**config.mk**
```make
export PLATFORM = sky130hd
export DESIGN_NAME = mem_axi_master_flat
export DESIGN_NICKNAME = d
export VERILOG_FILES = /design/src/rtl/mem_axi_master_if.sv /design/src/rtl/mem_axi_master.sv /design/src/flat_wrapper.sv
export SDC_FILE = /design/constraint.sdc
export NUM_CORES = 1
export LEC_CHECK = 0
export CAP_MARGIN = 20
export CORE_MARGIN = 2
export CORE_UTILIZATION = 35
export DETAILED_ROUTE_END_ITERATION = 7
export PLACE_DENSITY = 0.69
export REMOVE_ABC_BUFFERS = 1
export SYNTH_ARGS = -nofsm -noshare
export SYNTH_HDL_FRONTEND = slang
export SYNTH_SLANG_ARGS = --single-unit
```
**constraint.sdc**
```tcl
create_clock -name clk -period 2.3 [get_ports clk]
set_input_delay 0.345 -clock clk [delete_from_list [all_inputs] [get_ports clk]]
set_output_delay 0.345 -clock clk [all_outputs]
set_load 0.005 [all_outputs]
```
**src/rtl/mem_axi_master_if.sv**
```systemverilog
// AXI4-Lite channel bundle between mem_axi_master and the system interconnect.
// The master modport is used by mem_axi_master; the slave modport is the interconnect side.
interface mem_axi_master_if;
  // Read address channel
  logic [31:0] axi_araddr;
  logic [2:0]  axi_arprot;
  logic        axi_arvalid;
  logic        axi_arready;
  // Read data channel
  logic [31:0] axi_rdata;
  logic [1:0]  axi_rresp;
  logic        axi_rvalid;
  logic        axi_rready;
  // Write address channel
  logic [31:0] axi_awaddr;
  logic [2:0]  axi_awprot;
  logic        axi_awvalid;
  logic        axi_awready;
  // Write data channel
  logic [31:0] axi_wdata;
  logic [3:0]  axi_wstrb;
  logic        axi_wvalid;
  logic        axi_wready;
  // Write response channel
  logic [1:0]  axi_bresp;
  logic        axi_bvalid;
  logic        axi_bready;

  modport master (
    output axi_araddr, axi_arprot, axi_arvalid,
    input  axi_arready,
    input  axi_rdata, axi_rresp, axi_rvalid,
    output axi_rready,
    output axi_awaddr, axi_awprot, axi_awvalid,
    input  axi_awready,
    output axi_wdata, axi_wstrb, axi_wvalid,
    input  axi_wready,
    input  axi_bresp, axi_bvalid,
    output axi_bready
  );

  modport slave (
    input  axi_araddr, axi_arprot, axi_arvalid,
    output axi_arready,
    output axi_rdata, axi_rresp, axi_rvalid,
    input  axi_rready,
    input  axi_awaddr, axi_awprot, axi_awvalid,
    output axi_awready,
    input  axi_wdata, axi_wstrb, axi_wvalid,
    output axi_wready,
    output axi_bresp, axi_bvalid,
    input  axi_bready
  );
endinterface

```
**src/rtl/mem_axi_master.sv**
```systemverilog
// mem_axi_master: turns one MMU physical-address request into a single AXI4-Lite
// read or write transaction and reports completion with a one-cycle pulse.
// Only one transaction is in flight; strobes while busy are dropped and flagged.
module mem_axi_master #(
  parameter logic [2:0]  AXI_PROT = 3'b000,
  parameter logic [31:0] ERR_DATA = 32'h0000_0000
) (
  input  logic              clk,
  input  logic              rstn,
  input  logic              request_enable,
  input  logic              req_mode,
  input  logic [31:0]       req_addr,
  input  logic [31:0]       req_wdata,
  input  logic [3:0]        req_wstrb,
  output logic              response_enable,
  output logic [31:0]       resp_data,
  output logic              resp_err,
  output logic              protocol_err,
  mem_axi_master_if.master  axi
);

  typedef enum logic [2:0] {
    IDLE,
    RD_ADDR,
    RD_DATA,
    WR_REQ,
    WR_RESP,
    RESP
  } state_t;

  state_t      state_q;
  logic        respEn_q;
  logic [31:0] respData_q;
  logic        respErr_q;
  logic        protoErr_q;
  logic [31:0] araddr_q;
  logic        arvalid_q;
  logic        rready_q;
  logic [31:0] awaddr_q;
  logic        awvalid_q;
  logic [31:0] wdata_q;
  logic [3:0]  wstrb_q;
  logic        wvalid_q;
  logic        bready_q;

  // AW and W retire independently; each is done if already dropped or handshaking now
  logic awDone_d;
  logic wDone_d;
  logic unusedRespBits;

  // Per-channel completion, including a handshake happening in the current cycle
  always_comb begin
    awDone_d = !awvalid_q || axi.axi_awready;
    wDone_d  = !wvalid_q  || axi.axi_wready;
  end

  // Only bit 1 of RRESP/BRESP distinguishes OKAY/EXOKAY from SLVERR/DECERR
  assign unusedRespBits = axi.axi_rresp[0] ^ axi.axi_bresp[0];

  // Transaction FSM; every output is a register updated here
  always_ff @(posedge clk) begin
    if (!rstn) begin
      state_q    <= IDLE;
      respEn_q   <= 1'b0;
      respData_q <= 32'h0;
      respErr_q  <= 1'b0;
      protoErr_q <= 1'b0;
      araddr_q   <= 32'h0;
      arvalid_q  <= 1'b0;
      rready_q   <= 1'b0;
      awaddr_q   <= 32'h0;
      awvalid_q  <= 1'b0;
      wdata_q    <= 32'h0;
      wstrb_q    <= 4'h0;
      wvalid_q   <= 1'b0;
      bready_q   <= 1'b0;
    end else begin
      respEn_q <= 1'b0;
      if (request_enable && (state_q != IDLE)) begin
        protoErr_q <= 1'b1;
      end
      case (state_q)
        IDLE: begin
          if (request_enable) begin
            if (req_mode) begin
              awaddr_q  <= req_addr;
              wdata_q   <= req_wdata;
              wstrb_q   <= req_wstrb;
              awvalid_q <= 1'b1;
              wvalid_q  <= 1'b1;
              state_q   <= WR_REQ;
            end else begin
              araddr_q  <= req_addr;
              arvalid_q <= 1'b1;
              state_q   <= RD_ADDR;
            end
          end
        end
        RD_ADDR: begin
          if (axi.axi_arready) begin
            arvalid_q <= 1'b0;
            rready_q  <= 1'b1;
            state_q   <= RD_DATA;
          end
        end
        RD_DATA: begin
          if (axi.axi_rvalid) begin
            rready_q   <= 1'b0;
            respData_q <= axi.axi_rresp[1] ? ERR_DATA : axi.axi_rdata;
            respErr_q  <= axi.axi_rresp[1];
            respEn_q   <= 1'b1;
            state_q    <= RESP;
          end
        end
        WR_REQ: begin
          if (awvalid_q && axi.axi_awready) begin
            awvalid_q <= 1'b0;
          end
          if (wvalid_q && axi.axi_wready) begin
            wvalid_q <= 1'b0;
          end
          if (awDone_d && wDone_d) begin
            bready_q <= 1'b1;
            state_q  <= WR_RESP;
          end
        end
        WR_RESP: begin
          if (axi.axi_bvalid) begin
            bready_q   <= 1'b0;
            respData_q <= 32'h0;
            respErr_q  <= axi.axi_bresp[1];
            respEn_q   <= 1'b1;
            state_q    <= RESP;
          end
        end
        RESP: begin
          state_q <= IDLE;
        end
        default: begin
          state_q <= IDLE;
        end
      endcase
    end
  end

  assign response_enable = respEn_q;
  assign resp_data       = respData_q;
  assign resp_err        = respErr_q;
  assign protocol_err    = protoErr_q;

  assign axi.axi_araddr  = araddr_q;
  assign axi.axi_arprot  = AXI_PROT;
  assign axi.axi_arvalid = arvalid_q;
  assign axi.axi_rready  = rready_q;
  assign axi.axi_awaddr  = awaddr_q;
  assign axi.axi_awprot  = AXI_PROT;
  assign axi.axi_awvalid = awvalid_q;
  assign axi.axi_wdata   = wdata_q;
  assign axi.axi_wstrb   = wstrb_q;
  assign axi.axi_wvalid  = wvalid_q;
  assign axi.axi_bready  = bready_q;

endmodule

```
**src/flat_wrapper.sv**
```systemverilog
// flat-port wrapper written by rule: the top's interface ports become plain ports
module mem_axi_master_flat 
#(
  parameter logic [2:0]  AXI_PROT = 3'b000,
  parameter logic [31:0] ERR_DATA = 32'h0000_0000
)
  (clk, rstn, request_enable, req_mode, req_addr, req_wdata, req_wstrb, response_enable, resp_data, resp_err, protocol_err, axi_axi_araddr, axi_axi_arprot, axi_axi_arvalid, axi_axi_arready, axi_axi_rdata, axi_axi_rresp, axi_axi_rvalid, axi_axi_rready, axi_axi_awaddr, axi_axi_awprot, axi_axi_awvalid, axi_axi_awready, axi_axi_wdata, axi_axi_wstrb, axi_axi_wvalid, axi_axi_wready, axi_axi_bresp, axi_axi_bvalid, axi_axi_bready);
  mem_axi_master_if axi_i ();
  input  logic clk;
  input  logic rstn;
  input  logic request_enable;
  input  logic req_mode;
  input  logic [31:0] req_addr;
  input  logic [31:0] req_wdata;
  input  logic [3:0] req_wstrb;
  output logic response_enable;
  output logic [31:0] resp_data;
  output logic resp_err;
  output logic protocol_err;
  output wire logic [$bits(axi_i.axi_araddr)-1:0] axi_axi_araddr;
  output wire logic [$bits(axi_i.axi_arprot)-1:0] axi_axi_arprot;
  output wire logic [$bits(axi_i.axi_arvalid)-1:0] axi_axi_arvalid;
  input wire logic [$bits(axi_i.axi_arready)-1:0] axi_axi_arready;
  input wire logic [$bits(axi_i.axi_rdata)-1:0] axi_axi_rdata;
  input wire logic [$bits(axi_i.axi_rresp)-1:0] axi_axi_rresp;
  input wire logic [$bits(axi_i.axi_rvalid)-1:0] axi_axi_rvalid;
  output wire logic [$bits(axi_i.axi_rready)-1:0] axi_axi_rready;
  output wire logic [$bits(axi_i.axi_awaddr)-1:0] axi_axi_awaddr;
  output wire logic [$bits(axi_i.axi_awprot)-1:0] axi_axi_awprot;
  output wire logic [$bits(axi_i.axi_awvalid)-1:0] axi_axi_awvalid;
  input wire logic [$bits(axi_i.axi_awready)-1:0] axi_axi_awready;
  output wire logic [$bits(axi_i.axi_wdata)-1:0] axi_axi_wdata;
  output wire logic [$bits(axi_i.axi_wstrb)-1:0] axi_axi_wstrb;
  output wire logic [$bits(axi_i.axi_wvalid)-1:0] axi_axi_wvalid;
  input wire logic [$bits(axi_i.axi_wready)-1:0] axi_axi_wready;
  input wire logic [$bits(axi_i.axi_bresp)-1:0] axi_axi_bresp;
  input wire logic [$bits(axi_i.axi_bvalid)-1:0] axi_axi_bvalid;
  output wire logic [$bits(axi_i.axi_bready)-1:0] axi_axi_bready;
  assign axi_axi_araddr = axi_i.axi_araddr;
  assign axi_axi_arprot = axi_i.axi_arprot;
  assign axi_axi_arvalid = axi_i.axi_arvalid;
  assign axi_i.axi_arready = axi_axi_arready;
  assign axi_i.axi_rdata = axi_axi_rdata;
  assign axi_i.axi_rresp = axi_axi_rresp;
  assign axi_i.axi_rvalid = axi_axi_rvalid;
  assign axi_axi_rready = axi_i.axi_rready;
  assign axi_axi_awaddr = axi_i.axi_awaddr;
  assign axi_axi_awprot = axi_i.axi_awprot;
  assign axi_axi_awvalid = axi_i.axi_awvalid;
  assign axi_i.axi_awready = axi_axi_awready;
  assign axi_axi_wdata = axi_i.axi_wdata;
  assign axi_axi_wstrb = axi_i.axi_wstrb;
  assign axi_axi_wvalid = axi_i.axi_wvalid;
  assign axi_i.axi_wready = axi_axi_wready;
  assign axi_i.axi_bresp = axi_axi_bresp;
  assign axi_i.axi_bvalid = axi_axi_bvalid;
  assign axi_axi_bready = axi_i.axi_bready;
  mem_axi_master #(.AXI_PROT(AXI_PROT), .ERR_DATA(ERR_DATA)) u_core (.clk(clk), .rstn(rstn), .request_enable(request_enable), .req_mode(req_mode), .req_addr(req_addr), .req_wdata(req_wdata), .req_wstrb(req_wstrb), .response_enable(response_enable), .resp_data(resp_data), .resp_err(resp_err), .protocol_err(protocol_err), .axi(axi_i));
endmodule
```
==> results of run 1 <==
[per-stage QoR]
stage / setup WS, ns / cell area [µm²] / power, W
final: 0.550 / 8480 / 0.00758
after global routing: 0.410 / 8480 / 0.00800
after CTS: 0.528 / 8480 / 0.00767
after detailed placement: 0.259 / 7910 / 0.00501
after global placement: 0.334 / 7910 / 0.00496
after floorplan: 0.0175 / 5040 / 0.00382
[cell usage in the layout (no fill, tap or decap), types with 2 or more instances in the layout]
cell type        count
a21boi_0            81
a21boi_1            22
a21oi_1              4
a22o_1              32
and3b_1              2
buf_12               3
buf_4                9
clkbuf_16           17
clkbuf_8             5
clkdlybuf4s50_1    249
clkinv_2             4
clkinvlp_4           2
conb_1               6
dfxtp_1            143
inv_1                4
mux2i_1              4
nand2_1            209
nor2_1               3
nor2b_1              3
o21ai_0              3
[power by group]
| part | switching [W] | internal (W) |
|---|---|---|
| sequential | 0.000237 | 0.00280 |
| combinational | 0.000865 | 0.00104 |
| clock | 0.00101 | 0.00162 |
[layout make-up]
class,count,area [µm²],share of cell area [%]
Multi-Input combinational cell,389,2170,25.5
Clock buffer,22,494,5.83
Clock inverter,9,82.6,0.973
Timing Repair Buffer,262,2630,30.9
Sequential cell,143,2860,33.7
Tap cell,188,235,2.77
Inverter,4,15.0,0.177
Antenna cell,1,2.50,0.0295
[metal layers]
metal | GRT usage, % | up-vias | share of wire [%]
met5 | 0 | - | 0
met1 | 20.6 | 2214 | 41
met2 | 32.1 | 185 | 48
li1 | - | 2385 | -
met3 | 8.33 | 17 | 9.3
met4 | 5.88 | 0 | 1.3
[worst paths after layout]
path	startpoint	to	slack (ns)	cells after the start
hold reg to reg	u_core.axi.axi_awaddr[21]	u_core.axi.axi_awaddr[21]	0.45	2
setup reg to reg	u_core.state_q[0]	u_core.axi.axi_wdata[9]	0.55	5
setup / recovery	u_core.state_q[0]	u_core.axi.axi_wdata[9]	0.55	5
hold / removal	rstn	u_core.protocol_err	0.34	2
[cell families (layout without fill, tap and decap cells)]
| logic type | after synthesis | in the layout | share of synthesized area [%] |
|---|---|---|---|
| DFF | 143 | 143 | 53.6 |
| and+or+nand+nor | 228 | 228 | 17.5 |
| muxes | 4 | 4 | 0.750 |
| other | 1 | 7 | 0.0703 |
| AOI/OAI and AO/OA | 151 | 151 | 21.8 |
| buffers and inverters | 54 | 297 | 6.24 |
[sequential cells by signal (all words and copies together), names as in the netlist]
name                    cells
u_core.axi.axi_araddr      32
u_core.axi.axi_arvalid      1
u_core.axi.axi_awaddr      32
u_core.axi.axi_awvalid      1
u_core.axi.axi_bready       1
u_core.axi.axi_rready       1
u_core.axi.axi_wdata       32
u_core.axi.axi_wstrb        4
u_core.axi.axi_wvalid       1
u_core.protocol_err         1
u_core.resp_data           32
u_core.resp_err             1
u_core.response_enable      1
u_core.state_q              3
==> impl_metrics.toml, run 1 <==
[run_status]
status = "completed"

[yosys]
yosysUniqueCellTypes = 34
netlist_area_mm2 = 0.00534
synth.area.top_cells = "dfxtp_1, nand2_1, a21boi_0"
synth_common_cells = "nand2_1, dfxtp_1, a21boi_0, a22o_1"
synth_top_area_share_pct = 53.6
synth-edff-count = 0
synth.largest_area_cell = "dfxtp_1"
yosysSeqAreaShare_pct = 53.6
ys.flop_type = "dfxtp_1"
yosysMostFrequentCell = "nand2_1"
synthArstFlopShare_pct = 0
synth_warnings = 0
synthCells = 581
syn_area_per_cell_um2 = 9.19
ys_seq_elements = 143

[power]
power.leakage_nw = 3.07
pwr_density_cell_mw_per_mm2 = 894
ir_drop_uv = 493

[cells_and_area]
n_fill_cell = 1300
drive_above_1_share_pct = 6.27
fin_cells = 1018
areaGrowthSynthToFinish_pct = 59.0
nets = 930
utilization_pct = 56.4

[floorplanning]
die_width_um = 127
die_h_um = 127
rows = 45
start_util_pct = 35.5
core_mm2 = 0.0150
die-area_mm2 = 0.0163
num_io_pins = 259

[cts]
hold_buffers = 0
cts_num_sinks = 143
clockBufferDepth = 2
cts_tree = "done"
cts_resized = 0
h-tree-depth = 4
postCtsSetupBuffers = 0
insertion_delay_ns = 0.41
clk_pin_slew_worst_paths_ns = 0.06
cts_buffers = 17
clockRootBuffer = "clkbuf_16"

[drt]
dr.pass1.iters = 4
via_per_inst = 4.72
wirelength_um = 15100
ant_nets = 0
drt-initial-drc-count = 235
wire_per_inst_um = 14.9
post-route-drc-count = 0
vias = 4801

[grt]
grt_pass1_wl_um = 24000
grt_usage_pct = 18.6
antenna_found_initial = 1
grt-ovfl-total = 0
grt_max_degree = 59
grt_pass1_vias = 4802

[sta]
slew_headroom_pct = 66.2
setup_viol = 0
post-route-period-util_pct = 76.1
rsz0062_at_grt = "no"
hold_slack_ns = 0.336
drv_slew = 0
skew_ns = 0.0102
max_freq_mhz = 571
finalSetupTns_ns = 0
finalCriticalPeriod_ns = 1.75
hold_viol_final = 0
tightest_slew_ns = 0.507

[worst_setup_path]
critPathLaunchType = "flop"
crit_slowest_cell = "dfxtp_1"
max_stage_delay_ns = 0.63
crit_fanout = 37
path_class = "reg2reg"
crit_path_cell_trace = "nor4b_4 -> nand2_2 -> buf_4 -> nand2_1 -> a21boi_0"
cp.arrival_ns = 2.07
crit_required_ns = 2.62
critPathTopFamily = "flip-flops"
crit_path_end_kind = "flop"
crit_buf_inv = 1

[placed_design]
numPortBuffers = 250
globalplace.congestion = 0.773
hpwl_um = 10800
placed_cells_incl_taps = 986

[job]
cap_violations = 0

[min_path]
min_path_type = "in2reg"
Note: power is estimated with default switching activity, not from simulation.
==> run 2: changes to the inputs <==
==> constraint.sdc (replaced) <==
create_clock -name clk -period 1.8 [get_ports clk]
set_input_delay 0.27 -clock clk [delete_from_list [all_inputs] [get_ports clk]]
set_output_delay 0.27 -clock clk [all_outputs]
set_load 0.005 [all_outputs]
==> run 2 against run 1 <==
  * Final area increased by 2.2%
  * Critical endpoint is now u_core.axi.axi_wstrb[3]
  * Sequential power up 25%
  * Power is 35% higher
  * Via count grew 2.0%
  * Largest power group unchanged
  * Clock skew down 0.0042 ns
  * Non-clock buffer count rose by 9
  * Global-route usage increased by 0.84 points
  * Die area unchanged
  * Hold slack worse by 0.043 ns
  * Flip-flop and latch count is the same
  * Sequential share of layout area down 0.73 points
==> impl_metrics.toml, run 2 (synthesis gave the netlist of run 1 again) <==
[run_status]
status = "completed"

[drt]
drt-initial-drc-count = 195
route.met3.wl_um = 1270
wl_met1_um = 6420
via_per_inst = 4.76
post-route-drc-count = 0
ant_nets = 0
dr.pass1.iters = 4
vias = 4896
wire_per_inst_um = 15.5
wirelength_um = 15900
top_layer_used = "met4"
routed-wl-met2_um = 7870

[sta]
hold_viol_final = 0
finalSetupTns_ns = 0
setup_ws_ns = 0.157
tightest_slew_ns = 0.656
drv_slew = 0
finalCriticalPeriod_ns = 1.64
post-route-period-util_pct = 91.3
max_freq_mhz = 609
hold_slack_ns = 0.293
skew_ns = 0.00600
setup_viol = 0
slew_headroom_pct = 56.1
rsz0062_at_grt = "no"

[power]
p_comb_share_pct = 26.5
clkPwrFrac_pct = 36.3
power.total_w = 0.0102
p_seq_share_pct = 37.2
net-switching-power_w = 0.00281
ir_drop_uv = 628
switching_share_pct = 27.5
power.leakage_nw = 3.17
power.internal_w = 0.00741
pwr_density_cell_mw_per_mm2 = 1180

[cts]
h-tree-depth = 4
cts_buffers = 17
cts_num_sinks = 143
clk_pin_slew_worst_paths_ns = 0.06
clockRootBuffer = "clkbuf_16"
clockBufferDepth = 2
insertion_delay_ns = 0.41
cts_tree = "done"
postCtsSetupBuffers = 0
hold_buffers = 0

[grt]
grt-ovfl-total = 0
antenna_found_initial = 1
grt_usage_pct = 19.5
grt_pass1_wl_um = 25000
grt_max_degree = 59
grt_pass1_vias = 5077

[cells_and_area]
layout_commonest_cell = "clkdlybuf4s50_1"
n_fill_cell = 1293
fin_cells = 1029
nets = 940
areaGrowthSynthToFinish_pct = 62.5
layout_common_cells = "clkdlybuf4s50_1, nand2_1, dfxtp_1"
drive_above_1_share_pct = 7.38

[floorplanning]
die-area_mm2 = 0.0163
rows = 45
core_mm2 = 0.0150
num_io_pins = 259
die_h_um = 127
die_width_um = 127
start_util_pct = 35.5

[min_path]
min_to = "u_core.state_q[0]"
whs_path_depth = 4
min_path_type = "in2reg"
hold_start = "rstn"

[placed_design]
placed_cells_incl_taps = 994
post-place-ws_ns = -0.484
globalplace.congestion = 0.797
hpwl_um = 11000
numPortBuffers = 250

[worst_setup_path]
critPathLaunchType = "flop"
crit_slowest_cell = "dfxtp_1"
crit_buf_inv = 2
cp.arrival_ns = 1.96
path_class = "reg2reg"
max_stage_delay_ns = 0.34
critPathTopFamily = "simple AND/OR/NAND/NOR gates"
rr_startpoint = "u_core.state_q[0]"
crit_required_ns = 2.12
crit_path_cell_trace = "buf_4 -> nor4b_4 -> and2_4 -> buf_12 -> nand2_1 -> a21boi_0"
crit_fanout = 22
r2r_cells = 6
rrSetupSlack_ns = 0.16
r2r-end = "u_core.axi.axi_wstrb[3]"
crit_path_end_kind = "flop"

[job]
cap_violations = 0
-- run 2: per-layer routing --
metal	global-route usage, %	up-vias
met4	8.53	0
met3	7.29	30
met2	33.9	186
li1	-	2411
met5	0	-
met1	21.2	2269
-- run 2: layout make-up --
type                       count  area (µm²)  share of cell area (%)
tap                          188         235                    2.71
sequential                   143        2860                    33.0
clock inverter                13         183                    2.11
antenna                        1        2.50                  0.0289
clock buffer                  19         443                    5.11
timing repair buffer         271        2750                    31.7
multi-input combinational    390        2180                    25.2
inverter                       4        15.0                   0.173
-- run 2: power by group through the flow --
stage                     registers [W]  clock network [W]  logic [W]
final                           0.00381            0.00371    0.00271
after global routing            0.00386            0.00391    0.00297
after CTS                       0.00381            0.00378    0.00271
after detailed placement        0.00387                  0    0.00268
after global placement          0.00385                  0    0.00263
after floorplan                 0.00394                  0   0.000949
-- run 2: tightest hold or removal path: stages --
cell and delay [ns]:
buf_2 0.11, nor2b_1 0.15, nand2_1 0.06, mux2i_1 0.06
-- run 2: stage by stage --
stage,utilization (%),instance area [µm²]
2_1_floorplan,-,5040
3_3_place_gp,53.2,8000
3_5_place_dp,53.2,8000
4_1_cts,57.5,8640
5_1_grt,57.7,8670
6_report,57.7,8670
-- run 2: timing repair --
action,CTS,global route
gates cloned,1,1
setup endpoints to repair,32,4
gates resized for setup,1,1
pin swaps,0,0
-- run 2: worst max-delay path by stage --
stage | startpoint | depth (start not counted) | endpoint | slack (ns)
global placement | axi_axi_rvalid | 5 | u_core.resp_data[30] | -0.42
global route | u_core.state_q[0] | 6 | u_core.axi.axi_araddr[28] | 0.02
finish | u_core.state_q[0] | 6 | u_core.axi.axi_wstrb[3] | 0.16
floorplan | u_core.state_q[0] | 4 | u_core.axi.axi_awaddr[0] | -0.48
detailed placement | axi_axi_rvalid | 5 | u_core.resp_data[6] | -0.48
CTS | u_core.state_q[0] | 6 | u_core.axi.axi_wstrb[3] | 0.07
==> run 3: changes to the inputs <==
--- a/config.mk
+++ b/config.mk
@@ -11,6 +11,7 @@
 export DETAILED_ROUTE_END_ITERATION = 7
 export PLACE_DENSITY = 0.69
 export REMOVE_ABC_BUFFERS = 1
+export SKIP_CTS_REPAIR_TIMING = 1
 export SYNTH_ARGS = -nofsm -noshare
 export SYNTH_HDL_FRONTEND = slang
 export SYNTH_SLANG_ARGS = --single-unit
==> run 3 against run 2 <==
  * Via count decreased by 0.65%
  * Critical path type unchanged
  * Cell count stayed put
  * Count of clock-buffer cells in the layout stayed put
  * Sequential share of layout area about the same
  * Largest cell class unchanged
  * Largest power group unchanged
  * Critical endpoint unchanged
==> impl_metrics.toml, run 3 (synthesis gave the netlist of run 1 again) <==
[cts]
cts_tree = "done"
insertion_delay_ns = 0.41
cts_buffers = 17
clockBufferDepth = 2
h-tree-depth = 4
clockRootBuffer = "clkbuf_16"
clk_pin_slew_worst_paths_ns = 0.06
cts_num_sinks = 143

[cells_and_area]
layout_commonest_cell = "clkdlybuf4s50_1"
register_area_mm2 = 0.00286
layout_common_cells = "clkdlybuf4s50_1, nand2_1, dfxtp_1"
areaGrowthSynthToFinish_pct = 62.7
multi_input_area_mm2 = 0.00217
nets = 940
drive_above_1_share_pct = 7.38
fin_area_mm2 = 0.00868
n_fill_cell = 1292

[worst_setup_path]
r2r_cells = 6
rr_startpoint = "u_core.state_q[0]"
crit_required_ns = 2.12
path_class = "reg2reg"
r2r-end = "u_core.axi.axi_wstrb[3]"
critPathLaunchType = "flop"
rrSetupSlack_ns = 0.16
crit_fanout = 22
crit_path_end_kind = "flop"
cp.arrival_ns = 1.96

[sta]
hold_slack_ns = 0.294
skew_ns = 0.00664
finalCriticalPeriod_ns = 1.64
post-route-period-util_pct = 91.3
finalSetupTns_ns = 0
rsz0062_at_grt = "no"
max_freq_mhz = 609
setup_viol = 0
drv_slew = 0
hold_viol_final = 0

[min_path]
hold_start = "rstn"
whs_path_depth = 4
min_to = "u_core.state_q[0]"
min_path_type = "in2reg"

[power]
power.leakage_nw = 3.18
switching_share_pct = 27.4
p_comb_share_pct = 26.5
pwr_density_cell_mw_per_mm2 = 1180
ir_drop_uv = 627
clkPwrFrac_pct = 36.2
p_seq_share_pct = 37.3
net-switching-power_w = 0.00280
power.internal_w = 0.00742

[drt]
post-route-drc-count = 0
dr.pass1.iters = 5
wire_per_inst_um = 15.3
drt-initial-drc-count = 174
via_per_inst = 4.73
wirelength_um = 15800
vias = 4864
ant_nets = 0

[floorplanning]
num_io_pins = 259
start_util_pct = 35.5
die-area_mm2 = 0.0163
die_width_um = 127
die_h_um = 127
rows = 45
core_mm2 = 0.0150

[grt]
grt_usage_pct = 19.2
grt_max_degree = 59
grt-ovfl-total = 0
grt_pass1_vias = 5030
antenna_found_initial = 1
grt_pass1_wl_um = 24600

[placed_design]
hpwl_um = 11000
placed_cell_area_mm2 = 0.00800
globalplace.congestion = 0.797
numPortBuffers = 250

[job]
cap_violations = 0

[run_status]
status = "completed"
[run 3: cell types whose count changed in the layout (fill, tap and decap cells not counted), sizes merged]
cell	delta
nor3	-1
buf	+1
[run 3: worst max path at each step]
stage                            startpoint                        end  depth (start not counted)
after floorplan           u_core.state_q[0]   u_core.axi.axi_awaddr[0]                          4
after global placement       axi_axi_rvalid       u_core.resp_data[30]                          5
after detailed placement     axi_axi_rvalid        u_core.resp_data[6]                          5
after CTS                 u_core.state_q[1]        u_core.resp_data[3]                          4
after global routing      u_core.state_q[0]  u_core.axi.axi_araddr[28]                          6
final                     u_core.state_q[0]    u_core.axi.axi_wstrb[3]                          6
[run 3: cell type report]
cell class | count | area share (%)
clock buffer | 19 | 5.10
antenna | 1 | 0.0288
sequential | 143 | 33.0
inverter | 4 | 0.173
multi-input combinational | 389 | 25.0
tap | 188 | 2.71
clock inverter | 13 | 2.10
timing repair buffer | 272 | 32.0
[run 3: routing by layer]
| layer | global-route usage, % | vias to the layer above | part of all wire [%] |
|---|---|---|---|
| met4 | 8.47 | 0 | 2.3 |
| li1 | - | 2406 | - |
| met1 | 20.8 | 2236 | 40 |
| met2 | 33.5 | 194 | 49 |
| met5 | 0 | - | 0 |
| met3 | 7.24 | 28 | 8.2 |
[run 3: worst max-delay path: stages, from the launching register on]
cell,delay [ns]
dfxtp_1,0.34
buf_4,0.18
nor4b_4,0.33
and2_4,0.26
buf_12,0.17
nand2_1,0.06
a21boi_0,0.19
[run 3: through the flow]
stage / power (W) / std cells / utilization [%] / worst slack, ns
CTS: 0.0103 / 1026 / 57.4 / -0.122
global route: 0.0107 / 1028 / 57.8 / 0.0236
detailed placement: 0.00656 / 994 / 53.2 / -0.484
floorplan: 0.00489 / 536 / - / -0.482
global placement: 0.00648 / 994 / 53.2 / -0.417
finish: 0.0102 / 1029 / 57.8 / 0.157
[run 3: power by group through the flow]
stage / Clock, W / Sequential [W] / Combinational [W]
2_1_floorplan: 0 / 0.00394 / 0.000949
3_3_place_gp: 0 / 0.00385 / 0.00263
3_5_place_dp: 0 / 0.00387 / 0.00268
4_1_cts: 0.00378 / 0.00381 / 0.00270
5_1_grt: 0.00391 / 0.00386 / 0.00297
6_report: 0.00370 / 0.00381 / 0.00271
